**src/rtl/pcie_link_manager.sv**
```systemverilog
// PCIe bring-up and supervision FSM: synchronises PERST_n, sequences the hard-IP reset after PLL lock,
// waits for LTSSM L0 with timeout/retry, tracks lane width and link drops, and gates the application reset.
module pcie_link_manager #(
  parameter int NUM_LANES         = 4,
  parameter int RESET_HOLD_CYCLES = 1024,
  parameter int LINK_TIMEOUT      = 1 << 20,
  parameter int MAX_RETRIES       = 3,
  parameter int DROP_FILTER       = 16,
  parameter int APP_RST_DELAY     = 32,
  localparam int LW               = $clog2(NUM_LANES) + 1
) (
  input  logic          clk,
  input  logic          reset,
  input  logic          perst_n_in,
  input  logic          pll_locked,
  input  logic [4:0]    ltssm_state,
  input  logic [LW-1:0] lanes_active,
  output logic          ip_rst_n,
  output logic          app_rst,
  output logic          link_up,
  output logic [LW-1:0] link_width,
  output logic          degraded,
  output logic [3:0]    retry_count,
  output logic [7:0]    drop_count,
  output logic          fail,
  output logic [2:0]    state
);

  typedef enum logic [2:0] {
    ST_IDLE  = 3'd0,
    ST_HOLD  = 3'd1,
    ST_TRAIN = 3'd2,
    ST_UP    = 3'd3,
    ST_FAIL  = 3'd4
  } state_t;

  localparam logic [4:0] LTSSM_L0 = 5'h0F;

  localparam int HOLD_W  = $clog2(RESET_HOLD_CYCLES + 1);
  localparam int TRAIN_W = $clog2(LINK_TIMEOUT + 1);
  localparam int UP_W    = $clog2(APP_RST_DELAY + 1);
  localparam int FILT_W  = $clog2(DROP_FILTER + 1);

  localparam logic [HOLD_W-1:0]  HOLD_LAST  = HOLD_W'(RESET_HOLD_CYCLES - 1);
  localparam logic [TRAIN_W-1:0] TRAIN_LAST = TRAIN_W'(LINK_TIMEOUT - 1);
  localparam logic [UP_W-1:0]    UP_DONE    = UP_W'(APP_RST_DELAY);
  localparam logic [FILT_W-1:0]  FILT_LAST  = FILT_W'(DROP_FILTER - 1);
  localparam logic [LW-1:0]      LANES_MAX  = LW'(NUM_LANES);
  localparam logic [3:0]         RETRY_MAX  = 4'(MAX_RETRIES);

  state_t              state_q, state_d;
  logic [1:0]          sync_q;
  logic [HOLD_W-1:0]   hold_q, hold_d;
  logic [TRAIN_W-1:0]  train_q, train_d;
  logic [UP_W-1:0]     up_q, up_d;
  logic [FILT_W-1:0]   filt_q, filt_d;
  logic [3:0]          retry_q, retry_d;
  logic [7:0]          drop_q, drop_d;
  logic [LW-1:0]       width_q, width_d;
  logic [LW-1:0]       lanes_clamped;
  logic                go, l0;
  logic                ip_rst_n_d, app_rst_d, link_up_d, degraded_d, fail_d;

  assign go            = sync_q[1] & pll_locked;
  assign l0            = (ltssm_state == LTSSM_L0);
  assign lanes_clamped = (lanes_active > LANES_MAX) ? LANES_MAX : lanes_active;

  // NOTE: every signal written here gets a default first, so no path leaves one unassigned and infers a latch.
  always_comb begin
    state_d = state_q;
    hold_d  = '0;
    train_d = '0;
    up_d    = '0;
    filt_d  = '0;
    retry_d = retry_q;
    drop_d  = drop_q;
    width_d = width_q;

    // Losing PERST or PLL lock aborts any attempt; counters restart from zero on every state entry.
    if (!go && state_q != ST_IDLE) begin
      state_d = ST_IDLE;
      retry_d = '0;
      if (state_q == ST_UP && drop_q != 8'hFF) drop_d = drop_q + 8'd1;
    end else begin
      case (state_q)
        ST_IDLE: if (go) state_d = ST_HOLD;
        ST_HOLD: begin
          if (hold_q == HOLD_LAST) state_d = ST_TRAIN;
          else                     hold_d  = hold_q + 1'b1;
        end
        ST_TRAIN: begin
          if (l0) begin
            state_d = ST_UP;
            width_d = lanes_clamped;
            retry_d = '0;
          end else if (train_q == TRAIN_LAST) begin
            if (retry_q < RETRY_MAX) begin
              retry_d = retry_q + 4'd1;
              state_d = ST_HOLD;
            end else begin
              state_d = ST_FAIL;
            end
          end else begin
            train_d = train_q + 1'b1;
          end
        end
        ST_UP: begin
          up_d = (up_q == UP_DONE) ? up_q : up_q + 1'b1;
          if (!l0) begin
            if (filt_q == FILT_LAST) begin
              state_d = ST_HOLD;
              if (drop_q != 8'hFF) drop_d = drop_q + 8'd1;
            end else begin
              filt_d = filt_q + 1'b1;
            end
          end
        end
        ST_FAIL: state_d = ST_FAIL;
        default: state_d = ST_IDLE;
      endcase
    end

    ip_rst_n_d = (state_d == ST_TRAIN) || (state_d == ST_UP);
    link_up_d  = (state_d == ST_UP);
    app_rst_d  = !(link_up_d && up_d == UP_DONE);
    degraded_d = link_up_d && (width_d < LANES_MAX);
    fail_d     = (state_d == ST_FAIL);
  end

  // NOTE: sequential state uses non-blocking assignments so every flop samples pre-edge values.
  always_ff @(posedge clk) begin
    if (reset) begin
      state_q     <= ST_IDLE;
      sync_q      <= '0;
      hold_q      <= '0;
      train_q     <= '0;
      up_q        <= '0;
      filt_q      <= '0;
      retry_q     <= '0;
      drop_q      <= '0;
      width_q     <= '0;
      ip_rst_n    <= 1'b0;
      app_rst     <= 1'b1;
      link_up     <= 1'b0;
      degraded    <= 1'b0;
      fail        <= 1'b0;
    end else begin
      state_q     <= state_d;
      sync_q      <= {sync_q[0], perst_n_in};
      hold_q      <= hold_d;
      train_q     <= train_d;
      up_q        <= up_d;
      filt_q      <= filt_d;
      retry_q     <= retry_d;
      drop_q      <= drop_d;
      width_q     <= width_d;
      ip_rst_n    <= ip_rst_n_d;
      app_rst     <= app_rst_d;
      link_up     <= link_up_d;
      degraded    <= degraded_d;
      fail        <= fail_d;
    end
  end

  assign state       = state_q;
  assign retry_count = retry_q;
  assign drop_count  = drop_q;
  assign link_width  = width_q;

endmodule

```
**config.mk**
```make
export PLATFORM = sky130hd
export DESIGN_NAME = pcie_link_manager
export DESIGN_NICKNAME = d
export VERILOG_FILES = /design/src/rtl/pcie_link_manager.sv
export SDC_FILE = /design/constraint.sdc
export NUM_CORES = 1
export LEC_CHECK = 0
export BUFFER_PORTS_ARGS = -buffer_cell sky130_fd_sc_hd__buf_4
export CELL_PAD_IN_SITES_DETAIL_PLACEMENT = 1
export CELL_PAD_IN_SITES_GLOBAL_PLACEMENT = 1
export CORE_MARGIN = 3
export CORE_UTILIZATION = 49
export CTS_BUF_LIST = sky130_fd_sc_hd__clkbuf_4 sky130_fd_sc_hd__clkbuf_8
export CTS_CLUSTER_DIAMETER = 80
export DETAILED_ROUTE_END_ITERATION = 8
export GPL_TIMING_DRIVEN = 0
export PLACE_DENSITY = 0.95
export REMOVE_ABC_BUFFERS = 1
export SYNTH_ARGS = -nofsm -noshare
export SYNTH_HDL_FRONTEND = slang
export SYNTH_SLANG_ARGS = --single-unit
```
**constraint.sdc**
```tcl
create_clock -name clk -period 3.65 [get_ports clk]
set_input_delay 0.1825 -clock clk [delete_from_list [all_inputs] [get_ports clk]]
set_output_delay 0.1825 -clock clk [all_outputs]
set_load 0.1 [all_outputs]
```
==> results of run 1 <==
-- synth_stat cells, types with 5 or more instances --
library cell  number  area (um2)
xnor2_1           15         131
and4_1             5        43.8
ha_1               8         100
inv_1              9        33.8
o21ai_0            7        35.0
nor2_1            59         221
nand2_1           18        67.6
nand4_1            8        50.1
or3_1              8        50.1
a21oi_1            8        40.0
nand3_1           25         125
and3_1             8        50.1
dfxtp_1           68        1360
xor2_1            22         193
nand3b_1           5        37.5
-- state kept, by name, summed over array words and instances (netlist names), 2 cells and up --
name and cells:
link_width 3, retry_count 4, drop_count 8, up_q 6
filt_q 5, sync_q 2, state 3, train_q 21
hold_q 11
-- stage by stage --
| stage | power, mW | worst slack [ns] | cells |
|---|---|---|---|
| 2_1_floorplan | 0.779 | 0.978 | 320 |
| 3_3_place_gp | 0.795 | 1.18 | 426 |
| 3_5_place_dp | 0.797 | 1.06 | 426 |
| 4_1_cts | 1.43 | 1.03 | 442 |
| 5_1_grt | 1.46 | 0.788 | 442 |
| 6_report | 1.41 | 1.06 | 442 |
-- routing by layer --
metal / share of wire / track usage / vias to the layer above / routed length, um
met5: 0 / 0 / - / 0
met3: 0.035 / 0.0701 / 21 / 248
met4: 0.028 / 0.102 / 0 / 200
met1: 0.41 / 0.227 / 1217 / 2940
met2: 0.52 / 0.374 / 44 / 3730
li1: - / - / 1222 / -
-- placed cells by master, fill, tap and decap left out, drive strengths merged, types with 2 or more instances in the layout --
master | Yosys | layout
a2111oi | 2 | 2
a211oi | 3 | 3
a21boi | 3 | 3
a21oi | 9 | 9
a31oi | 4 | 4
and3 | 9 | 9
and4 | 5 | 5
buf | 3 | 34
clkbuf | 4 | 10
clkinv | 0 | 3
clkinvlp | 0 | 2
dfxtp | 68 | 68
ha | 8 | 8
inv | 9 | 9
mux2i | 2 | 2
nand2 | 19 | 19
nand2b | 2 | 2
nand3 | 25 | 25
nand3b | 5 | 5
nand4 | 8 | 8
nor2 | 60 | 60
nor2b | 3 | 3
nor3 | 3 | 3
nor4 | 2 | 2
o21ai | 7 | 7
o21bai | 2 | 2
or3 | 9 | 9
xnor2 | 15 | 15
xor2 | 22 | 22
-- report_power, final --
| group | total [mW] | switching [mW] | internal, mW |
|---|---|---|---|
| combinational | 0.0348 | 0.0197 | 0.0151 |
| sequential | 0.745 | 0.00165 | 0.743 |
| clock | 0.626 | 0.293 | 0.332 |
| total | 1.41 | 0.315 | 1.09 |
-- cells by family (layout without fill, tap and decap cells) --
logic type,Yosys count,in the layout,share of synthesized area
compound gates,37,37,0.0918
xor+xnor,37,37,0.109
buf+inv,16,59,0.0214
fa+ha+maj,8,8,0.0335
mux,3,3,0.0117
flops,68,68,0.456
simple gates,158,158,0.277
-- final cells by class --
type / count / area [um2] / share of cell area
Multi-Input combinational cell: 243 / 1560 / 0.445
Sequential cell: 68 / 1360 / 0.389
Clock buffer: 10 / 138 / 0.0393
Inverter: 9 / 33.8 / 0.00965
Tap cell: 72 / 90.1 / 0.0257
Clock inverter: 6 / 63.8 / 0.0182
Timing Repair Buffer: 34 / 255 / 0.0729
-- path summary, 6_finish.rpt --
path	from	to	slack, ns	cells after the start
worst min register to register	filt_q[0]	filt_q[0]	0.46	1
worst min-delay path	perst_n_in	sync_q[0]	0.04	2
worst max-delay path	train_q[0]	train_q[5]	1.06	6
worst max register to register	train_q[0]	train_q[5]	1.06	6
-- critical path, delay by kind of cell (launching register included) --
kind	cells	cell delay (ns)
flops	1	0.40
simple gates	5	1.77
fa+ha+maj	1	0.27
==> impl_metrics.env, run 1 <==
export IMPL_clockBufferDepth=2
export IMPL_path_max_fanout=20
export IMPL_yosysUniqueCellTypes=52
export IMPL_cts_max_level=3
export IMPL_layout_min_cycle_time_ns=2.59
export IMPL_startpoint_type="register"
export IMPL_vias=2504
export IMPL_postCtsSetupBuffers=0
export IMPL_root_buffer="clkbuf_8"
export IMPL_post_route_util=0.613
export IMPL_num_nets_final=385
export IMPL_rsz0062_at_grt="false"
export IMPL_fillers=670
export IMPL_cp_slowest_cell="nor4_2"
export IMPL_ys_seq_elements=68
export IMPL_cts_tree="yes"
export IMPL_grt_pass1_wl_um=12000
export IMPL_setup_viol=0
export IMPL_report_final_hold_viol_count=0
export IMPL_grt_start_max_net_pins=21
export IMPL_synth_yosys_seq_area_share=0.456
export IMPL_die_y_um=84.0
export IMPL_cp_arrival_ns=2.80
export IMPL_outcome="finished, final reports clean"
export IMPL_grtUsageTotal=0.213
export IMPL_p_leak_nw=1.28
export IMPL_insertion_delay_ns=0.35
export IMPL_final_max_slew_viol_count=0
export IMPL_end_kind="register"
export IMPL_routed_via_density=5.67
export IMPL_drv_cap=0
export IMPL_place_area_um2=3300
export IMPL_cts_made_buffers=9
export IMPL_final_area_um2=3500
export IMPL_timing_hold_ws_ns=0.0374
export IMPL_period_share=0.709
export IMPL_antenna_left=0
export IMPL_drt_wirelength_per_cell_um=16.1
export IMPL_wl_um=7120
export IMPL_dieArea_um2=7060
export IMPL_worst_setup_path_type="register to register"
export IMPL_die_w_um=84.0
export IMPL_synth_ff_type="dfxtp_1"
export IMPL_netlist_area_um2=2980
export IMPL_critPathRequiredTime_ns=3.86
export IMPL_worst_slew_pin_slew_ns=0.832
export IMPL_dp_hpwl_um=5120
export IMPL_globalplace_congestion=0.809
export IMPL_postCtsHoldBufs=0
export IMPL_avgSynthCellArea_um2=9.13
export IMPL_p_per_area_nw_per_um2=401
export IMPL_antenna_cells=0
export IMPL_synthCells=327
export IMPL_core_rowCount=27
export IMPL_io_buffers=34
export IMPL_initial_core_util=0.523
export IMPL_grt_pass1_vias=2649
export IMPL_finClkSkew_ns=0.00706
export IMPL_synth_edf_count=0
export IMPL_clock_sinks=68
export IMPL_grt_antenna_before_repair=0
export IMPL_fin_tns_setup_ns=0
export IMPL_drive_gt1_frac=0.168
export IMPL_cts_resized=0
export IMPL_crit_chain="ha_1 -> nand2_1 -> nor4_2 -> and3_1 -> or3_1 -> nor2_1"
export IMPL_ir_drop_uv=372
export IMPL_async_flop_share=0
export IMPL_synth_warnings=0
export IMPL_hold_class="input pin to register"
export IMPL_max_freq_ghz=0.387
export IMPL_coreArea_um2=5710
export IMPL_drt_first_iter_violations=90
export IMPL_path_clk_slew_ns=0.08
export IMPL_drt_pass1_iterations=4
export IMPL_critical_path_max_stage_delay_ns=0.65
export IMPL_ioPinCount=35
export IMPL_syn_to_final_growth_pct=17.3
export IMPL_drc=0
export IMPL_overflow=0
export IMPL_max_slew_margin=0.443
No activity file was read; power rests on OpenSTA's default activity.
==> run 2, diff against run 1 <==
- ABC_AREA: default -> 1
- CORE_UTILIZATION: 49 -> 45
- PLACE_DENSITY: 0.95 -> 0.91
- clock period: 3.65 -> 2.6 ns (I/O delays scaled with it)
==> run 2 against run 1 <==
Against the previous run:
- synthesized cell count is 22% higher
- highest routed layer unchanged
- final area increased by 7.6%
- global-route usage down 1.6 points
- clock skew is 0.0074 ns higher
- critical path type unchanged
- utilization shrank 6.5 points
- cell count is 22% higher
- worst setup slack worse by 0.38 ns
- sequential power is 41% higher
- synthesized area up 7.8%
- maximum frequency increased by 35%
==> impl_metrics.env, run 2 <==
export IMPL_outcome="finished, final reports clean"
export IMPL_antenna_left=0
export IMPL_die_w_um=90.5
export IMPL_layout_min_cycle_time_ns=1.91
export IMPL_period_share=0.736
export IMPL_io_buffers=34
export IMPL_grtUsageTotal=0.197
export IMPL_power_internal_mw=1.52
export IMPL_cts_tree="yes"
export IMPL_p_switching_mw=0.421
export IMPL_critPathRequiredTime_ns=2.90
export IMPL_cts_max_level=3
export IMPL_avgSynthCellArea_um2=8.08
export IMPL_postCtsSetupBuffers=0
export IMPL_crit_start="state[1]"
export IMPL_critical_path_max_stage_delay_ns=0.43
export IMPL_drt_pass1_iterations=4
export IMPL_crit_chain="nor2_2 -> nand2_2 -> nand2_4 -> nand2_4 -> clkinv_2 -> nand3_2 -> a21oi_1 -> o21a_1"
export IMPL_ir_drop_uv=273
export IMPL_core_rowCount=30
export IMPL_grt_pass1_wl_um=13000
export IMPL_max_freq_ghz=0.523
export IMPL_drt_wirelength_per_cell_um=13.9
export IMPL_dieArea_um2=8200
export IMPL_path_max_fanout=21
export IMPL_synth_top_cells_by_area="dfxtp_1 (42%), nor2_1 (8.1%), nand2_1 (7.4%)"
export IMPL_overflow=0
export IMPL_synthCells=398
export IMPL_cpMostUsedCell="nand2_4"
export IMPL_seqPwrFrac=0.539
export IMPL_antenna_cells=0
export IMPL_rsz0062_at_grt="false"
export IMPL_drc=0
export IMPL_cp_slowest_cell="nand3_2"
export IMPL_ff2ff_setup_slack_ns=0.69
export IMPL_drive_gt1_frac=0.236
export IMPL_synth_top_area_frac=0.423
export IMPL_r2r_start="state[1]"
export IMPL_ys_seq_elements=68
export IMPL_num_nets_final=460
export IMPL_drv_cap=0
export IMPL_grt_pass1_vias=2848
export IMPL_fin_tns_setup_ns=0
export IMPL_synth_warnings=0
export IMPL_report_final_hold_viol_count=0
export IMPL_end_kind="register"
export IMPL_ioPinCount=35
export IMPL_globalplace_congestion=0.750
export IMPL_clock_sinks=68
export IMPL_worst_setup_path_type="register to register"
export IMPL_finClkSkew_ns=0.0145
export IMPL_netlist_area_um2=3220
export IMPL_dp_cells=524
export IMPL_worst_slew_pin_slew_ns=0.535
export IMPL_regMostFlops="train_q"
export IMPL_initial_core_util=0.468
export IMPL_ys_top_cells_by_count="nor2_1 (69), dfxtp_1 (68), nand2_1 (63)"
export IMPL_hold_class="input pin to register"
export IMPL_worstReg2RegEnd="train_q[11]"
export IMPL_final_common_cell="nor2_1"
export IMPL_final_max_slew_viol_count=0
export IMPL_p_clk_frac=0.434
export IMPL_async_flop_share=0
export IMPL_syn_to_final_growth_pct=17.1
export IMPL_r2r_cells=8
export IMPL_p_per_area_nw_per_um2=515
export IMPL_coreArea_um2=6870
export IMPL_drt_first_iter_violations=120
export IMPL_synth_ff_type="dfxtp_1"
export IMPL_largest_reg_flops=21
export IMPL_routed_via_density=4.99
export IMPL_switching_share=0.217
export IMPL_insertion_delay_ns=0.36
export IMPL_cts_made_buffers=9
export IMPL_finalNonFillerCells=541
export IMPL_cts_resized=0
export IMPL_max_slew_margin=0.643
export IMPL_root_buffer="clkbuf_8"
export IMPL_wl_um=7520
export IMPL_final_cell_mix="nor2_1 (69), dfxtp_1 (68), nand2_1 (63), inv_1 (39), buf_4 (34)"
export IMPL_dp_hpwl_um=5640
export IMPL_die_y_um=90.5
export IMPL_synth_most_common_cell="nor2_1"
export IMPL_cp_arrival_ns=2.22
export IMPL_comb_power_share=0.027
export IMPL_startpoint_type="register"
export IMPL_p_leak_nw=1.57
export IMPL_grt_antenna_before_repair=0
export IMPL_vias=2702
export IMPL_yosysUniqueCellTypes=39
export IMPL_grt_start_max_net_pins=22
export IMPL_synth_edf_count=0
export IMPL_crit_end="train_q[11]"
export IMPL_synth_yosys_seq_area_share=0.423
export IMPL_clockBufferDepth=2
export IMPL_setup_viol=0
export IMPL_yosys_area_top_type="dfxtp_1"
export IMPL_path_clk_slew_ns=0.08
## run 2: cell types whose count changed after synthesis, sizes merged, moves of 9 or more
cell,change
a21oi,+9
inv,+35
nand2,+56
nor2,+26
or3,-9
## run 2: worst min path at each step
stage                    startpoint             to  slack [ns]  cells past startpoint
finish              lanes_active[1]  link_width[1]        0.04                      3
global route        lanes_active[0]  link_width[0]        0.05                      3
CTS                 lanes_active[1]  link_width[1]        0.04                      3
detailed placement       perst_n_in      sync_q[0]        0.34                      3
global placement         perst_n_in      sync_q[0]        0.33                      3
floorplan                     reset  drop_count[2]        0.20                      1
## run 2: final cells by class
type                    count  area, um2
fillers                   858       3100
flip-flops and latches     68       1360
repair buffers             35        265
multi-input cells         281       1660
well taps                  96        120
clock inverters             1       5.00
inverters                  45        170
clock buffers              15        188
## run 2: critical path: cells and delay by family (launching register included)
kind                   cells  cell delay, ns
DFF                        1            0.38
buffers and inverters      1            0.10
and+or+nand+nor            5            0.91
AOI/OAI and AO/OA          2            0.43
## run 2: timing repair
action | in CTS | in global routing
hold endpoints to repair | 1 | 0
setup endpoints to repair | 0 | 0
hold buffers | 1 | 0
## run 2: kinds of logic (layout without fill, tap and decap cells)
group | after synthesis | after routing | synth area share
simple gates | 218 | 218 | 0.358
buf+inv | 49 | 96 | 0.0615
flops | 68 | 68 | 0.423
fa+ha+maj | 8 | 8 | 0.0311
xor+xnor | 24 | 24 | 0.0654
compound gates | 31 | 31 | 0.0611
## run 2: per-layer routing
| metal | vias up | global-route usage | share of wire |
|---|---|---|---|
| li1 | 1354 | - | - |
| met1 | 1277 | 0.218 | 0.42 |
| met2 | 44 | 0.348 | 0.52 |
| met3 | 27 | 0.0483 | 0.029 |
| met4 | 0 | 0.101 | 0.034 |
| met5 | - | 0 | 0 |
## run 2: power groups by stage
stage / Clock [mW] / Combinational, mW / Sequential, mW
global placement: 0 / 0.0492 / 1.07
floorplan: 0 / 0.0222 / 1.07
global route: 0.908 / 0.0574 / 1.04
detailed placement: 0 / 0.0516 / 1.07
CTS: 0.862 / 0.0534 / 1.04
finish: 0.841 / 0.0532 / 1.05
## run 2: stage by stage
stage	area [um2]	hold WS [ns]	util	power, mW	worst slack (ns)
3_3_place_gp	3560	0.333	0.519	1.12	0.791
5_1_grt	3770	0.0504	0.548	2.01	0.507
6_report	3770	0.0443	0.548	1.94	0.686
2_1_floorplan	3190	0.199	-	1.09	0.466
3_5_place_dp	3560	0.342	0.519	1.12	0.704
4_1_cts	3770	0.0370	0.548	1.96	0.676
